## src/rtl/m_ext_sequencer_pkg.sv

```systemverilog
// Shared types for the RV32M sequencer: funct3 encodings, FSM states and
// the signed-overflow operand pair.
package rv32i_types;

  typedef enum logic [2:0] {
    M_MUL    = 3'b000,
    M_MULH   = 3'b001,
    M_MULHSU = 3'b010,
    M_MULHU  = 3'b011,
    M_DIV    = 3'b100,
    M_DIVU   = 3'b101,
    M_REM    = 3'b110,
    M_REMU   = 3'b111
  } m_funct3_t;

  typedef enum logic [2:0] {
    S_IDLE,
    S_MUL_WAIT,
    S_DIV_WAIT,
    S_RESP,
    S_ABORT
  } m_seq_state_t;

  localparam logic [31:0] M_OVF_DIVIDEND = 32'h8000_0000;
  localparam logic [31:0] M_OVF_DIVISOR  = 32'hFFFF_FFFF;

endpackage

```

## src/rtl/m_ext_sequencer_div_special.sv

```systemverilog
// Combinational detection of divide-by-zero and signed overflow, with the
// architecturally defined quotient/remainder for each case.
module m_ext_div_special
  import rv32i_types::*;
#(
  parameter int unsigned XLEN = 32
) (
  input  logic [XLEN-1:0] a,
  input  logic [XLEN-1:0] b,
  input  logic            signed_op,
  output logic            is_special,
  output logic [XLEN-1:0] quot,
  output logic [XLEN-1:0] rem
);

  logic div_zero;
  logic overflow;

  always_comb begin
    div_zero   = (b == '0);
    overflow   = signed_op && (a == XLEN'(M_OVF_DIVIDEND)) && (b == XLEN'(M_OVF_DIVISOR));
    is_special = div_zero || overflow;
    quot       = '0;
    rem        = '0;
    if (div_zero) begin
      quot = '1;
      rem  = a;
    end else if (overflow) begin
      quot = a;
      rem  = '0;
    end
  end

endmodule

```

## src/rtl/m_ext_sequencer.sv

```systemverilog
// RV32M sequencer: drives a fixed-latency multiplier and a start/done divider.
// Optional single-entry divider result reuse: define M_EXT_DIV_REUSE_EN.
module m_ext_sequencer
  import rv32i_types::*;
#(
  parameter int unsigned MUL_LATENCY = 4,
  parameter int unsigned XLEN        = 32
) (
  input  logic              clk,
  input  logic              rst,
  input  logic              flush,
  input  logic              req_valid,
  input  logic [2:0]        req_funct3,
  input  logic [XLEN-1:0]   req_rs1,
  input  logic [XLEN-1:0]   req_rs2,
  output logic              req_ready,
  output logic              mul_start,
  output logic [XLEN-1:0]   mul_a,
  output logic [XLEN-1:0]   mul_b,
  output logic              mul_a_signed,
  output logic              mul_b_signed,
  input  logic [2*XLEN-1:0] mul_product,
  output logic              div_start,
  output logic [XLEN-1:0]   div_a,
  output logic [XLEN-1:0]   div_b,
  output logic              div_signed,
  input  logic              div_done,
  input  logic [XLEN-1:0]   div_quot,
  input  logic [XLEN-1:0]   div_rem,
  output logic              resp_valid,
  output logic [XLEN-1:0]   resp_data
);

  m_seq_state_t    state, state_n;
  logic [3:0]      count;
  m_funct3_t       funct3_q;
  logic [XLEN-1:0] result_q;
  logic [XLEN-1:0] resp_data_q;
  logic            ready_q;
  logic            div_first;

  logic            accept;
  logic            req_div_signed;
  logic            sp_is_special;
  logic [XLEN-1:0] sp_quot, sp_rem, sp_res;
  logic            reuse_hit;
  logic [XLEN-1:0] reuse_res;

  assign accept         = req_valid && ready_q && !flush;
  assign req_div_signed = req_funct3[2] && !req_funct3[0];
  assign sp_res         = req_funct3[1] ? sp_rem : sp_quot;

  m_ext_div_special #(.XLEN(XLEN)) u_special (
    .a          (req_rs1),
    .b          (req_rs2),
    .signed_op  (req_div_signed),
    .is_special (sp_is_special),
    .quot       (sp_quot),
    .rem        (sp_rem)
  );

`ifdef M_EXT_DIV_REUSE_EN
  logic [XLEN-1:0] reuse_rs1, reuse_rs2, reuse_quot, reuse_rem;
  logic            reuse_signed, reuse_valid;

  assign reuse_hit = reuse_valid && (req_rs1 == reuse_rs1) && (req_rs2 == reuse_rs2)
                     && (req_div_signed == reuse_signed);
  assign reuse_res = req_funct3[1] ? reuse_rem : reuse_quot;

  always_ff @(posedge clk or negedge rst) begin
    if (!rst) begin
      reuse_rs1    <= '0;
      reuse_rs2    <= '0;
      reuse_quot   <= '0;
      reuse_rem    <= '0;
      reuse_signed <= 1'b0;
      reuse_valid  <= 1'b0;
    end else if (flush || (state == S_ABORT && div_done)) begin
      reuse_valid <= 1'b0;
    end else if (state == S_DIV_WAIT && state_n == S_RESP) begin
      reuse_rs1    <= div_a;
      reuse_rs2    <= div_b;
      reuse_signed <= div_signed;
      reuse_quot   <= div_quot;
      reuse_rem    <= div_rem;
      reuse_valid  <= 1'b1;
    end
  end
`else
  assign reuse_hit = 1'b0;
  assign reuse_res = '0;
`endif

  always_ff @(posedge clk or negedge rst) begin
    if (!rst) state <= S_IDLE;
    else      state <= state_n;
  end

  always_comb begin
    state_n = state;
    case (state)
      S_IDLE:
        if (accept) begin
          if (!req_funct3[2])                 state_n = S_MUL_WAIT;
          else if (sp_is_special || reuse_hit) state_n = S_RESP;
          else                                 state_n = S_DIV_WAIT;
        end
      S_MUL_WAIT:
        if (flush)                                 state_n = S_IDLE;
        else if (count == 4'(MUL_LATENCY - 1))     state_n = S_RESP;
      // A done pulse in the same cycle as the start pulse belongs to a prior op.
      S_DIV_WAIT:
        if (flush)                          state_n = S_ABORT;
        else if (div_done && !div_first)    state_n = S_RESP;
      S_RESP:  state_n = S_IDLE;
      S_ABORT: if (div_done) state_n = S_IDLE;
      default: state_n = S_IDLE;
    endcase
  end

  assign req_ready  = ready_q;
  assign mul_start  = (state == S_MUL_WAIT) && (count == '0);
  assign div_start  = (state == S_DIV_WAIT) && div_first;
  assign resp_valid = (state == S_RESP) && !flush;
  // resp_data only advances on a delivered response; a flushed RESP keeps the old value.
  assign resp_data  = resp_valid ? result_q : resp_data_q;

  always_ff @(posedge clk or negedge rst) begin
    if (!rst) begin
      count        <= '0;
      funct3_q     <= M_MUL;
      result_q     <= '0;
      resp_data_q  <= '0;
      ready_q      <= 1'b0;
      div_first    <= 1'b0;
      mul_a        <= '0;
      mul_b        <= '0;
      mul_a_signed <= 1'b0;
      mul_b_signed <= 1'b0;
      div_a        <= '0;
      div_b        <= '0;
      div_signed   <= 1'b0;
    end else begin
      ready_q   <= (state_n == S_IDLE);
      count     <= (state == S_MUL_WAIT && state_n == S_MUL_WAIT) ? count + 4'd1 : '0;
      div_first <= (state == S_IDLE && state_n == S_DIV_WAIT);

      if (state == S_IDLE && accept) begin
        funct3_q     <= m_funct3_t'(req_funct3);
        mul_a        <= req_rs1;
        mul_b        <= req_rs2;
        mul_a_signed <= (req_funct3 == M_MULH) || (req_funct3 == M_MULHSU);
        mul_b_signed <= (req_funct3 == M_MULH);
        div_a        <= req_rs1;
        div_b        <= req_rs2;
        div_signed   <= req_div_signed;
      end

      if (state == S_IDLE && state_n == S_RESP)
        result_q <= sp_is_special ? sp_res : reuse_res;
      else if (state == S_MUL_WAIT && state_n == S_RESP)
        result_q <= (funct3_q == M_MUL) ? mul_product[XLEN-1:0] : mul_product[2*XLEN-1:XLEN];
      else if (state == S_DIV_WAIT && state_n == S_RESP)
        result_q <= funct3_q[1] ? div_rem : div_quot;

      if (state == S_RESP && !flush)
        resp_data_q <= result_q;
    end
  end

endmodule

```

## config.mk

```make
export PLATFORM = sky130hd
export DESIGN_NAME = m_ext_sequencer
export DESIGN_NICKNAME = d
export VERILOG_FILES = /design/src/rtl/m_ext_sequencer_pkg.sv /design/src/rtl/m_ext_sequencer_div_special.sv /design/src/rtl/m_ext_sequencer.sv
export SDC_FILE = /design/constraint.sdc
export NUM_CORES = 1
export LEC_CHECK = 0
export CAP_MARGIN = 20
export CORE_AREA = 2 2 146 148
export CTS_BUF_LIST = sky130_fd_sc_hd__clkbuf_16
export CTS_CLUSTER_DIAMETER = 100
export DETAILED_ROUTE_END_ITERATION = 8
export DIE_AREA = 0 0 148 150
export GPL_ROUTABILITY_DRIVEN = 0
export PLACE_DENSITY = 0.78
export SLEW_MARGIN = 20
export SYNTH_ARGS = -nofsm -noshare
export SYNTH_HDL_FRONTEND = slang
export SYNTH_SLANG_ARGS = --single-unit
```

## constraint.sdc

```tcl
create_clock -name clk -period 2.5 [get_ports clk]
set_clock_uncertainty 0.05 [all_clocks]
set_input_delay 0.5 -clock clk [delete_from_list [all_inputs] [get_ports clk]]
set_output_delay 0.5 -clock clk [all_outputs]
set_load 0.05 [all_outputs]
```

==> results.json <==
{
  "cts.sink_count": 143,
  "drive_gt1_share_pct": 32.6,
  "grt_max_degree": 66,
  "critPathRequiredTime_ps": 2780,
  "hpwl_microns": 22000,
  "drc_errors": 0,
  "hold_class": "in -> reg",
  "n_antenna_cell": 0,
  "p_per_area_nw_per_um2": 1220,
  "maxCapViolations": 0,
  "dieArea_sq_um": 22200,
  "layout_common_cells": "clkdlybuf4s50_1, dfrtp_1, buf_4",
  "drtIter0Drc": 496,
  "routed_via_density": 5.44,
  "rows": 53,
  "post-route-util_pct": 67.0,
  "fmax_mhz": 384,
  "end_kind": "register",
  "start_util_pct": 37.5,
  "firstDrtPassIters": 5,
  "synth_enable_flop_cells": 0,
  "yosysWarnings": 0,
  "ys.flop_type": "dfrtp_1",
  "fin_nets": 1365,
  "status": "finished with violations",
  "track_usage_pct": 28.1,
  "port_buffers": 366,
  "fin_ws_ps": -105,
  "ys_types": 41,
  "yosys_register_bits": 143,
  "grt_pass1_vias": 7786,
  "ys_seq_area_share_pct": 46.2,
  "path_class": "in -> reg",
  "die_y_microns": 150,
  "antenna_found_initial": 0,
  "fp.dieW_microns": 148,
  "clk_latency_ps": 420,
  "syn_nets": 970,
  "htree_num_levels": 4,
  "startpoint_type": "primary input",
  "cp_data_arrival_time_ps": 2880,
  "period_share_pct": 104,
  "mostFrequentLayoutCell": "clkdlybuf4s50_1",
  "vdd_drop_max_v": 0.00150,
  "globalRouteOverflowTotal": 0,
  "cts_buffers": 17,
  "coreArea_sq_um": 20700,
  "rsz0062_at_grt": "true",
  "synth.avg_cell_area_sq_um": 10.1,
  "final-hold-violation-count": 0,
  "cts_max_path_buffers": 2,
  "dpl_worst_slack_ps": -858,
  "ant_nets": 0,
  "worstPathMaxFanout": 8,
  "num_vias": 7893,
  "whs_ps": 389,
  "synth_cells": 768,
  "syn_area_sq_um": 7750,
  "p_total_mw": 16.9,
  "area_delta_synth_final_pct": 78.8,
  "root_buffer": "clkbuf_16",
  "ios": 367,
  "tightest_slew_ps": 671,
  "setup_viol": 46,
  "grt_pass1_wl_microns": 46900,
  "slew-limit-headroom_pct": 55.3,
  "wl_per_cell_microns": 22.5,
  "slew_viol_final": 0,
  "wl_microns": 32700,
  "cts_tree": "done",
  "violations": "negative setup slack",
  "clk_pin_slew_worst_paths_ps": 60,
  "async_flop_share_pct": 100,
  "finalSetupTns_ps": -2420,
  "period_minus_slack_ps": 2610,
  "p_leak_nw": 5.86
}
-- per-stage QoR --
stage,cell area (sq um),cells
finish,13900,1451
global route,13900,1451
CTS,13700,1449
detailed placement,11900,1382
global placement,11900,1382
floorplan,7780,768
-- layer usage --
layer  track usage (%)  wire, microns  up-vias  share of wire (%)
li1                  -              -     3567                  -
met1              34.7          13400     3964                 41
met2              48.8          16900      307                 52
met3              5.98           1740       55                5.3
met4              9.33            710        0                2.2
met5                 0              0        -                  0
-- state kept, by name, summed over array words and instances, names as in the netlist --
register      cells
funct3_q          3
mul_a_signed      1
count             4
resp_data_q      32
state             3
div_b            32
div_first         1
div_a            32
mul_b_signed      1
div_signed        1
result_q         32
req_ready         1
-- synthesized netlist by cell type (3+ instances only) --
cell type | count | area share [%]
a211oi_1 | 32 | 3.1
a21o_1 | 3 | 0.29
a21oi_1 | 65 | 4.2
a31oi_1 | 32 | 2.6
and3_1 | 4 | 0.32
and4b_1 | 4 | 0.52
buf_1 | 8 | 0.39
buf_4 | 64 | 6.2
buf_6 | 4 | 0.58
clkbuf_1 | 47 | 2.3
dfrtp_1 | 143 | 46
inv_1 | 5 | 0.24
mux2_2 | 96 | 14
nand2_1 | 75 | 3.6
nand2b_1 | 4 | 0.32
nand4_1 | 15 | 1.2
nand4b_1 | 5 | 0.56
nor2_1 | 7 | 0.34
nor2b_1 | 32 | 2.6
nor3_1 | 3 | 0.19
nor4_1 | 25 | 2.0
o21ai_0 | 35 | 2.3
o31ai_1 | 33 | 3.2
or4_1 | 5 | 0.48
-- kinds of logic (layout without fill, tap and decap cells) --
kind of cell               count (synthesis)  after routing  share of synthesized area (%)
adders and majority gates                  2              2                          0.323
AOI/OAI and AO/OA                        206            206                           16.3
xor gates and xnor gates                   3              3                          0.339
buffers and inverters                    128            536                           9.68
and+or+nand+nor                          189            189                           13.2
DFF                                      143            143                           46.2
muxes                                     97             97                           14.1
-- worst max-delay path, cell delays in order --
cell	delay, ps
buf_6	90
or4_4	560
or4_4	570
nor3_4	170
a311oi_4	130
or2_4	290
buf_12	150
buf_16	150
o31ai_4	250
-- final timing paths --
| path | cells after the start | start | slack [ps] | end |
|---|---|---|---|---|
| max in group asynchronous | 3 | rst | 1210 | result_q[13] |
| max | 9 | req_rs1[11] | -110 | result_q[22] |
| min reg2reg | 1 | resp_data_q[11] | 450 | resp_data_q[11] |
| min in group asynchronous | 2 | rst | 530 | div_b[7] |
| max reg2reg | 9 | state[2] | 90 | result_q[22] |
| min | 2 | req_rs2[19] | 390 | div_b[19] |
-- power breakdown --
| part | total [mW] | switching, mW | internal, mW |
|---|---|---|---|
| Clock | 2.28 | 1.02 | 1.26 |
| Sequential | 3.83 | 0.687 | 3.14 |
| Combinational | 10.8 | 6.94 | 3.82 |
| Total | 16.9 | 8.65 | 8.21 |
-- layout make-up --
| type | count | area (sq um) |
|---|---|---|
| Fill cell | 1570 | 6830 |
| Timing Repair Buffer | 499 | 5220 |
| Multi-Input combinational cell | 497 | 4180 |
| Sequential cell | 143 | 3580 |
| Clock buffer | 17 | 425 |
| Tap cell | 275 | 344 |
| Clock inverter | 15 | 97.6 |
| Inverter | 5 | 18.8 |
-- repair_timing --
item                                    CTS  global route
setup buffers                            21             6
resized for setup                       231            64
endpoints found under the hold margin    44             0
endpoints found under the setup margin   67            66
gates cloned                             13             1
pin swaps                                28            33
hold buffers                              1             0
No activity file was read; power rests on OpenSTA's default activity.
==> variant (same flow settings) <==
`XLEN` is set to 32 in 2 places; all go to 24.
--- a/src/rtl/m_ext_sequencer_div_special.sv
+++ b/src/rtl/m_ext_sequencer_div_special.sv
@@ -3,7 +3,7 @@
 module m_ext_div_special
   import rv32i_types::*;
 #(
-  parameter int unsigned XLEN = 32
+  parameter int unsigned XLEN = 24
 ) (
   input  logic [XLEN-1:0] a,
   input  logic [XLEN-1:0] b,
--- a/src/rtl/m_ext_sequencer.sv
+++ b/src/rtl/m_ext_sequencer.sv
@@ -4,7 +4,7 @@
   import rv32i_types::*;
 #(
   parameter int unsigned MUL_LATENCY = 4,
-  parameter int unsigned XLEN        = 32
+  parameter int unsigned XLEN        = 24
 ) (
   input  logic              clk,
   input  logic              rst,
Interface: changed (10 resized); port bits go from 367 to 279. The function was not compared with the original's and may differ.
==> variant against the original RTL <==
- worst hold slack better by 5.9 ps
- critical endpoint unchanged
- non-clock buffer count is 136 lower
- sequential cell count is 32 lower
- wire length is 30% lower
- die area stayed put
- cell area is 29% lower
- setup slack better by 210 ps
- synthesized area is 25% lower
- power is 29% lower
- global-route usage is 8.0 points lower
- first-iteration DRC count is 43% lower
==> variant: results (changes against the original RTL) <==
Status
  – Status: finished clean (was finished, violations left)

Route
  – Met2 WL: 11200 microns (was 16900 microns)
  – DR WL met3: 1470 microns (was 1740 microns)
  – Routed vias: 5862 (was 7893)
  – 1st-iter DRT viols: 284 (was 496)

Global route
  – Met3 usage in global routing: 0.0488 (was 0.0598)
  – Largest net degree at the start of global routing: 51 (was 66)
  – Vias in the first global route: 5902 (was 7786)
  – Gr usage total: 0.200 (was 0.281)
  – Grt met1 use: 0.251 (was 0.347)

Cells and area
  – Nets@finish: 1096 (was 1365)
  – Non-clock buffer instance count of the final layout: 363 (was 499)
  – Reg area: 2780 sq um (was 3580 sq um)
  – Multi-input logic area: 2530 sq um (was 4180 sq um)
  – Share of cells above drive strength 1: 0.197 (was 0.326)
  – Clock-cell share of area: 0.0322 (was 0.0377)
  – Fillers: 1930 (was 1570)
  – Non-CTS inverters: 8 (was 5)

Yosys
  – Register area share after synthesis: 0.478 (was 0.462)
  – Cell variety after synth: 49 (was 41)
  – Synthesized Nets: 812 (was 970)
  – Post-synth top cells: nand2_1, dfrtp_1, buf_4 (was dfrtp_1, mux2_2, nand2_1)

Setup path
  – CP startpoint: req_rs2[8] (was req_rs1[11])
  – WP data arrival: 2590 ps (was 2880 ps)
  – Reg2reg setup slack: 220 ps (was 90 ps)
  – Reg-to-Reg End: result_q[21] (was result_q[22])

Clocking
  – Worst skew pair latency: 350 ps (was 420 ps)
  – Clk pin slew, worst setup/hold paths: 90 ps (was 60 ps)
  – CTS Buf Count: 9 (was 17)
  – Post-CTS Setup Repair Bufs: 4 (was 21)
  – Post-cts gate resize count: 35 (was 231)
  – H-tree levels: 3 (was 4)

Power
  – Combinational power: 0.00745 W (was 0.0108 W)
  – Switching fraction of total power: 0.510 (was 0.513)
  – Worst vdd ir: 0.906 mV (was 1.50 mV)

Place
  – Final HPWL DP: 17000 microns (was 22000 microns)
  – Place WS: -515 ps (was -858 ps)
  – PortBufs: 278 (was 366)

STA
  – Worst slew pin tran: 957 ps (was 671 ps)
  – Tmin final: 2400 ps (was 2610 ps)
## variant: worst max-delay path, stage by stage
cell	delay, ps
dlygate4sd2_1	240
or4bb_4	570
nor4_4	290
nand4_1	220
buf_4	210
a21bo_4	250
buf_12	150
nand2_1	90
o21ai_2	60
## variant: cells by family after synthesis
logic type / count (synthesis) / synth area share
AOI/OAI and AO/OA: 113 / 0.127
xor gates and xnor gates: 3 / 0.00452
adders and majority gates: 2 / 0.00431
buffers and inverters: 98 / 0.105
DFF: 111 / 0.478
muxes: 24 / 0.0465
and+or+nand+nor: 307 / 0.235
## variant: through the flow
step	setup TNS, ps	util	cells
2_1_floorplan	0	-	658
3_3_place_gp	-18390	0.449	1198
3_5_place_dp	-20480	0.449	1198
4_1_cts	-299	0.475	1223
5_1_grt	0	0.476	1222
6_report	0	0.476	1222
